==> src/rtl/uart_tx.sv <==
// UART transmitter: 8N1 framing, LSB first, idle-high line, one bit = CLKS_PER_BIT clocks.
// Define UART_TX_PARITY_EN to insert an even-parity bit between the data and stop bits.
module uart_tx #(
  parameter int unsigned CLKS_PER_BIT = 32
) (
  input  logic       clk,
  input  logic       rst_n,
  input  logic       enable,
  input  logic       start,
  input  logic [7:0] data_in,
  output logic       tx,
  output logic       busy,
  output logic       done,
  output logic [1:0] test_state
);

  localparam int unsigned CNT_W = (CLKS_PER_BIT > 1) ? $clog2(CLKS_PER_BIT) : 1;
  localparam logic [CNT_W-1:0] CNT_MAX = CNT_W'(CLKS_PER_BIT - 1);

`ifdef UART_TX_PARITY_EN
  typedef enum logic [2:0] {
    IDLE   = 3'd0,
    START  = 3'd1,
    DATA   = 3'd2,
    STOP   = 3'd3,
    PARITY = 3'd4
  } state_t;
`else
  typedef enum logic [1:0] {
    IDLE  = 2'd0,
    START = 2'd1,
    DATA  = 2'd2,
    STOP  = 2'd3
  } state_t;
`endif

  state_t           state_q, state_d;
  logic [CNT_W-1:0] cnt_q, cnt_d;
  logic [2:0]       idx_q, idx_d;
  logic [7:0]       shift_q, shift_d;
  logic             tx_q, tx_d;
  logic             busy_q, busy_d;
  logic             done_q, done_d;
  logic             bit_end;
`ifdef UART_TX_PARITY_EN
  logic             parity_q, parity_d;
`endif

  assign bit_end = (cnt_q == CNT_MAX);

  always_comb begin
    state_d = state_q;
    cnt_d   = cnt_q;
    idx_d   = idx_q;
    shift_d = shift_q;
    tx_d    = tx_q;
    busy_d  = busy_q;
    done_d  = 1'b0;
`ifdef UART_TX_PARITY_EN
    parity_d = parity_q;
`endif
    case (state_q)
      IDLE: begin
        cnt_d  = '0;
        tx_d   = 1'b1;
        busy_d = 1'b0;
        if (start && enable) begin
          shift_d = data_in;
          idx_d   = '0;
          tx_d    = 1'b0;
          busy_d  = 1'b1;
          state_d = START;
`ifdef UART_TX_PARITY_EN
          parity_d = ^data_in;
`endif
        end
      end
      START: begin
        if (bit_end) begin
          cnt_d   = '0;
          tx_d    = shift_q[0];
          state_d = DATA;
        end else begin
          cnt_d = cnt_q + CNT_W'(1);
        end
      end
      DATA: begin
        if (bit_end) begin
          cnt_d = '0;
          if (idx_q == 3'd7) begin
`ifdef UART_TX_PARITY_EN
            tx_d    = parity_q;
            state_d = PARITY;
`else
            tx_d    = 1'b1;
            state_d = STOP;
`endif
          end else begin
            // tx is registered, so present the bit that is about to reach shift[0]
            idx_d   = idx_q + 3'd1;
            shift_d = shift_q >> 1;
            tx_d    = shift_q[1];
          end
        end else begin
          cnt_d = cnt_q + CNT_W'(1);
        end
      end
`ifdef UART_TX_PARITY_EN
      PARITY: begin
        if (bit_end) begin
          cnt_d   = '0;
          tx_d    = 1'b1;
          state_d = STOP;
        end else begin
          cnt_d = cnt_q + CNT_W'(1);
        end
      end
`endif
      STOP: begin
        if (bit_end) begin
          cnt_d   = '0;
          done_d  = 1'b1;
          busy_d  = 1'b0;
          state_d = IDLE;
        end else begin
          cnt_d = cnt_q + CNT_W'(1);
        end
      end
      default: begin
        cnt_d   = '0;
        tx_d    = 1'b1;
        busy_d  = 1'b0;
        state_d = IDLE;
      end
    endcase
  end

  always_ff @(posedge clk or negedge rst_n) begin
    if (!rst_n) begin
      state_q  <= IDLE;
      cnt_q    <= '0;
      idx_q    <= '0;
      shift_q  <= '0;
      tx_q     <= 1'b1;
      busy_q   <= 1'b0;
      done_q   <= 1'b0;
`ifdef UART_TX_PARITY_EN
      parity_q <= 1'b0;
`endif
    end else begin
      state_q  <= state_d;
      cnt_q    <= cnt_d;
      idx_q    <= idx_d;
      shift_q  <= shift_d;
      tx_q     <= tx_d;
      busy_q   <= busy_d;
      done_q   <= done_d;
`ifdef UART_TX_PARITY_EN
      parity_q <= parity_d;
`endif
    end
  end

  assign tx   = tx_q;
  assign busy = busy_q;
  assign done = done_q;
`ifdef UART_TX_PARITY_EN
  assign test_state = (state_q == PARITY) ? 2'd2 : state_q[1:0];
`else
  assign test_state = state_q[1:0];
`endif

endmodule

==> config.mk <==
export PLATFORM = sky130hd
export DESIGN_NAME = uart_tx
export DESIGN_NICKNAME = d
export VERILOG_FILES = /design/src/rtl/uart_tx.sv
export SDC_FILE = /design/constraint.sdc
export NUM_CORES = 1
export LEC_CHECK = 0
export ABC_CLOCK_PERIOD_IN_PS = 1910
export CAP_MARGIN = 20
export CORE_MARGIN = 5
export CORE_UTILIZATION = 45
export CTS_BUF_LIST = sky130_fd_sc_hd__clkbuf_4 sky130_fd_sc_hd__clkbuf_8 sky130_fd_sc_hd__clkbuf_16
export DETAILED_ROUTE_END_ITERATION = 8
export GPL_TIMING_DRIVEN = 0
export PLACE_DENSITY_LB_ADDON = 0.1
export SETUP_SLACK_MARGIN = 0.1
export SKIP_LAST_GASP = 1
export SYNTH_ARGS = -nofsm -noshare
export SYNTH_HDL_FRONTEND = slang
export SYNTH_SLANG_ARGS = --single-unit
==> constraint.sdc <==
create_clock -name clk -period 1.91 [get_ports clk]
set_input_delay 0.573 -clock clk [delete_from_list [all_inputs] [get_ports clk]]
set_output_delay 0.573 -clock clk [all_outputs]
set_load 0.1 [all_outputs]
==> impl.org <==
** Global route
- Met3 usage in global routing :: 0.0335
- The first global-routing pass estimated approximately 3.7 mm of wire.
- Number of global-route vias before repair :: between 800 and 900
- Most utilized layer in the global route result :: met2
- For this run, global-route usage on met1 was measured as 0.158.
- Gr usage total :: 0.132
- Pin count of the biggest net entering global routing :: 22
- For met2 alone, demand over resource in global routing was 0.236.
- Initial antenna violation count :: 0
- Global route overflow :: 0

** Layout
- Final antenna diode count :: 0
- Number of filler instances in the final layout :: just over 200
- At the end of the flow the core is filled with cells to 0.631.
- In the layout the commonest cells are sky130_fd_sc_hd__dfrtp_1, sky130_fd_sc_hd__clkdlybuf4s50_1, sky130_fd_sc_hd__mux2_4.
- Most common library cell in the layout ignoring fill and taps :: sky130_fd_sc_hd__dfrtp_1
- After the last flow step, the layout net total stands at around 140.
- Summing all flip-flop and latch instances after layout gives between 500 and 600 sq um.
- Of the cells placed in the final design, the portion with a size suffix greater than 1 is 0.458.
- The area growth from synthesis to layout is 33.0%.
- Area of the multi-input gates :: approximately 670 sq um

** Floorplanning
- The floorplan step set the die height to 61.6 um.
- Initial Util :: 0.475
- Die footprint :: about 3800 sq um
- For this design the top-level I/O count stands at 17.
- The die is approximately 60 um wide.
- After floorplanning, the core was divided into 18 placement rows.
- The total area inside the core boundary comes to 2520 sq um.

** Setup path
- Endpoint kind of the worst setup timing path :: register
- At the worst endpoint, the required time is between 2000 and 2500 ps.
- Grouping stages by cell kind, the critical path spends the most delay in flip-flops.
- CP cell instances :: ha_2, and3_4, ha_4, buf_6, nand2b_4, a211oi_4, buf_4, buf_12, mux2_4
- Critical Path Start Type :: register
- Data arrival time of the critical path :: between 2000 and 2500 ps
- The number of buffers and inverters on the critical path is 3.
- Highest fanout seen on the critical path :: 5
- By startpoint and endpoint, the worst setup path is classified as reg -> reg.
- Cell at the slowest stage of the critical path :: sky130_fd_sc_hd__dfrtp_1
- On the worst path, the slowest cell contributes a delay of 370 ps.

** Clocking
- Clk slew on worst S/H paths :: 120 ps
- TritonCTS clock tree :: yes
- In this run the number of H-tree levels came out at 1.
- Post-CTS Hold Fix Bufs :: 0
- The clock drives 21 sinks.
- Insertion delay of the later-clocked pin in the worst-skew pair :: around 300 ps
- Clock Tree Root :: sky130_fd_sc_hd__clkbuf_4
- The longest clock path from root to sink contains 2 buffers.
- Clock tree synthesis inserted a total of 3 buffers.

** Place
- Detailed placer's ending HPWL :: approximately 1.5 mm
- Prior to clock tree synthesis, the placed netlist has a worst setup slack of -301 ps.
- RePlAce Congestion :: ~0.72
- Count of input and output buffers :: 16

** STA
- The number of hold violations in the final report was 0.
- Setup total negative slack on the finished layout was measured at -147 ps.
- Across the routed clock network, the largest skew measured is ~5.2 ps.
- Timing would allow up to between 500 and 600 MHz.
- Transition time of the tightest slew-check pin :: between 900 and 1000 ps
- Post-route minimum period :: roughly 1900 ps
- RSZ-0062 raised after global routing :: true
- Setup slack on the critical path of the routed design comes to -23.8 ps.
- The tightest hold path in the finished design has a slack of roughly 530 ps.
- Post-route fraction of the period consumed by the critical path :: 1.01
- Measured against its own limit, the worst slew margin works out to 0.358.
- Final Max Tran Viols :: 0
- Setup violations remaining at the end of the flow were counted as 9.

** Detailed routing
- Number of DRC violations after detailed-routing iteration 0 :: 26
- For this block, the routed nets add up to roughly 2.2 mm of wire.
- The routed layout has about 760 vias.
- After detailed routing, the average wire length per cell comes to around 15 um.
- DR pass1 iterations :: 2
- DR DRC count :: 0
- Using the TritonRoute via totals, the vias-per-cell ratio works out to a little over 5.
- The detail route stage leaves a number of antenna-violating nets equal to 0.

** Logic synthesis
- Dividing the synthesized area by the synthesized cell count gives about 13 sq um.
- Yosys printed 0 warnings.
- In the synthesized netlist, the number of instances is 91.
- In this run, synthesis produced a sequential element count of 21.
- Summing every instance area after synthesis gives ~1200 sq um.
- For this run, the register share of the synthesized area comes to 0.440.
- Distinct cells, synth :: 33
- The number of nets in the synthesized netlist is ~110.

** Job
- Max cap viols :: 0

** Power
- Power density normalized to cell area :: 1860 nW/um^2
- Total power :: about 3.0 mW
- Static power due to leakage :: between 0.7 and 0.8 nW
- Worst ir drop on vdd :: between 1 and 1.5 mV

** Outcome
- The flow ran to the end, but the final reports show violations.
- The checks that failed: setup timing.

** Min path
- Hold Crit Class :: reg -> reg
[per-stage QoR]
stage	cells	area (sq um)
finish	150	1590
global route	150	1590
CTS	149	1560
detailed placement	137	1470
global placement	137	1470
floorplan	91	1270
[report_power, final]
part / switching [mW] / internal, mW
clock network: 0.136 / 0.0956
logic: 0.896 / 1.03
registers: 0.141 / 0.661
[synth_stat cells]
master	n	area, sq um
sky130_fd_sc_hd__mux2i_1	3	30.0
sky130_fd_sc_hd__and3b_1	1	8.76
sky130_fd_sc_hd__buf_6	2	22.5
sky130_fd_sc_hd__and2_2	1	7.51
sky130_fd_sc_hd__a31oi_1	2	12.5
sky130_fd_sc_hd__o32a_1	1	10.0
sky130_fd_sc_hd__mux2_1	6	67.6
sky130_fd_sc_hd__nor2b_1	4	25.0
sky130_fd_sc_hd__nor2_2	1	6.26
sky130_fd_sc_hd__inv_1	4	15.0
sky130_fd_sc_hd__and3_1	1	6.26
sky130_fd_sc_hd__a21boi_2	1	11.3
sky130_fd_sc_hd__o21ba_2	1	10.0
sky130_fd_sc_hd__nand2_1	4	15.0
sky130_fd_sc_hd__nor3_1	3	15.0
sky130_fd_sc_hd__buf_12	1	20.0
sky130_fd_sc_hd__a211oi_2	1	12.5
sky130_fd_sc_hd__nor2_1	1	3.75
sky130_fd_sc_hd__buf_4	1	7.51
sky130_fd_sc_hd__ha_1	9	113
sky130_fd_sc_hd__nand3b_1	1	7.51
sky130_fd_sc_hd__nand2b_4	1	13.8
sky130_fd_sc_hd__mux2_2	4	45.0
sky130_fd_sc_hd__xor2_1	1	8.76
sky130_fd_sc_hd__xnor2_1	1	8.76
sky130_fd_sc_hd__mux2_4	8	120
sky130_fd_sc_hd__dfstp_2	1	26.3
sky130_fd_sc_hd__nor3b_1	1	7.51
sky130_fd_sc_hd__o21ai_0	2	10.0
sky130_fd_sc_hd__buf_2	1	5.00
sky130_fd_sc_hd__dfrtp_1	20	500
sky130_fd_sc_hd__nand3_1	1	5.00
sky130_fd_sc_hd__a211oi_4	1	20.0
[kinds of logic (layout without fill, tap and decap cells)]
logic type | Yosys count | in the layout | synth area share
muxes | 21 | 21 | 0.219
AOI/OAI and AO/OA | 9 | 9 | 0.0721
and+or+nand+nor | 20 | 20 | 0.101
buffers and inverters | 9 | 38 | 0.0585
DFF | 21 | 21 | 0.440
adders and majority gates | 9 | 9 | 0.0940
xor gates and xnor gates | 2 | 2 | 0.0146
[path summary, 6_finish.rpt]
| path | from | endpoint | slack, ps | cells past startpoint |
|---|---|---|---|---|
| max | cnt_q[1]$_DFF_PN0_ | idx_q[0]$_DFFE_PN0P_ | -20 | 9 |
| min | shift_q[2]$_DFFE_PN0P_ | shift_q[2]$_DFFE_PN0P_ | 530 | 1 |
| max reg2reg | cnt_q[1]$_DFF_PN0_ | idx_q[0]$_DFFE_PN0P_ | -20 | 9 |
| min reg2reg | shift_q[2]$_DFFE_PN0P_ | shift_q[2]$_DFFE_PN0P_ | 530 | 1 |
| max in group asynchronous | rst_n | test_state[1]$_DFFE_PN0P_ | 430 | 1 |
| min in group asynchronous | rst_n | cnt_q[2]$_DFF_PN0_ | 790 | 1 |
[area by class of cell]
cell class | count | share of cell area
flip-flops and latches | 21 | 0.335
plain buffers | 5 | 0.0408
well taps | 30 | 0.0236
inverters | 4 | 0.0110
multi-input cells | 61 | 0.423
repair buffers | 25 | 0.148
clock buffers | 4 | 0.0189
[routing by layer]
metal,part of all wire,routed length [um]
met3,0.042,92
met5,0,0
met4,0,0
met1,0.44,958
met2,0.52,1140
[state kept, by name (all words and copies together) (netlist names)]
register and count:
shift_q 8, cnt_q 5, idx_q 3, test_state 2, busy 1, done 1
tx 1
[what timing repair did]
item                                    in CTS  in global routing
buffers inserted                             7                  1
endpoints found under the setup margin      17                 15
gates cloned                                 1                  0
gates resized for setup                     26                  7
pin swaps                                    2                  1
Power figures use the tool's default switching activity.
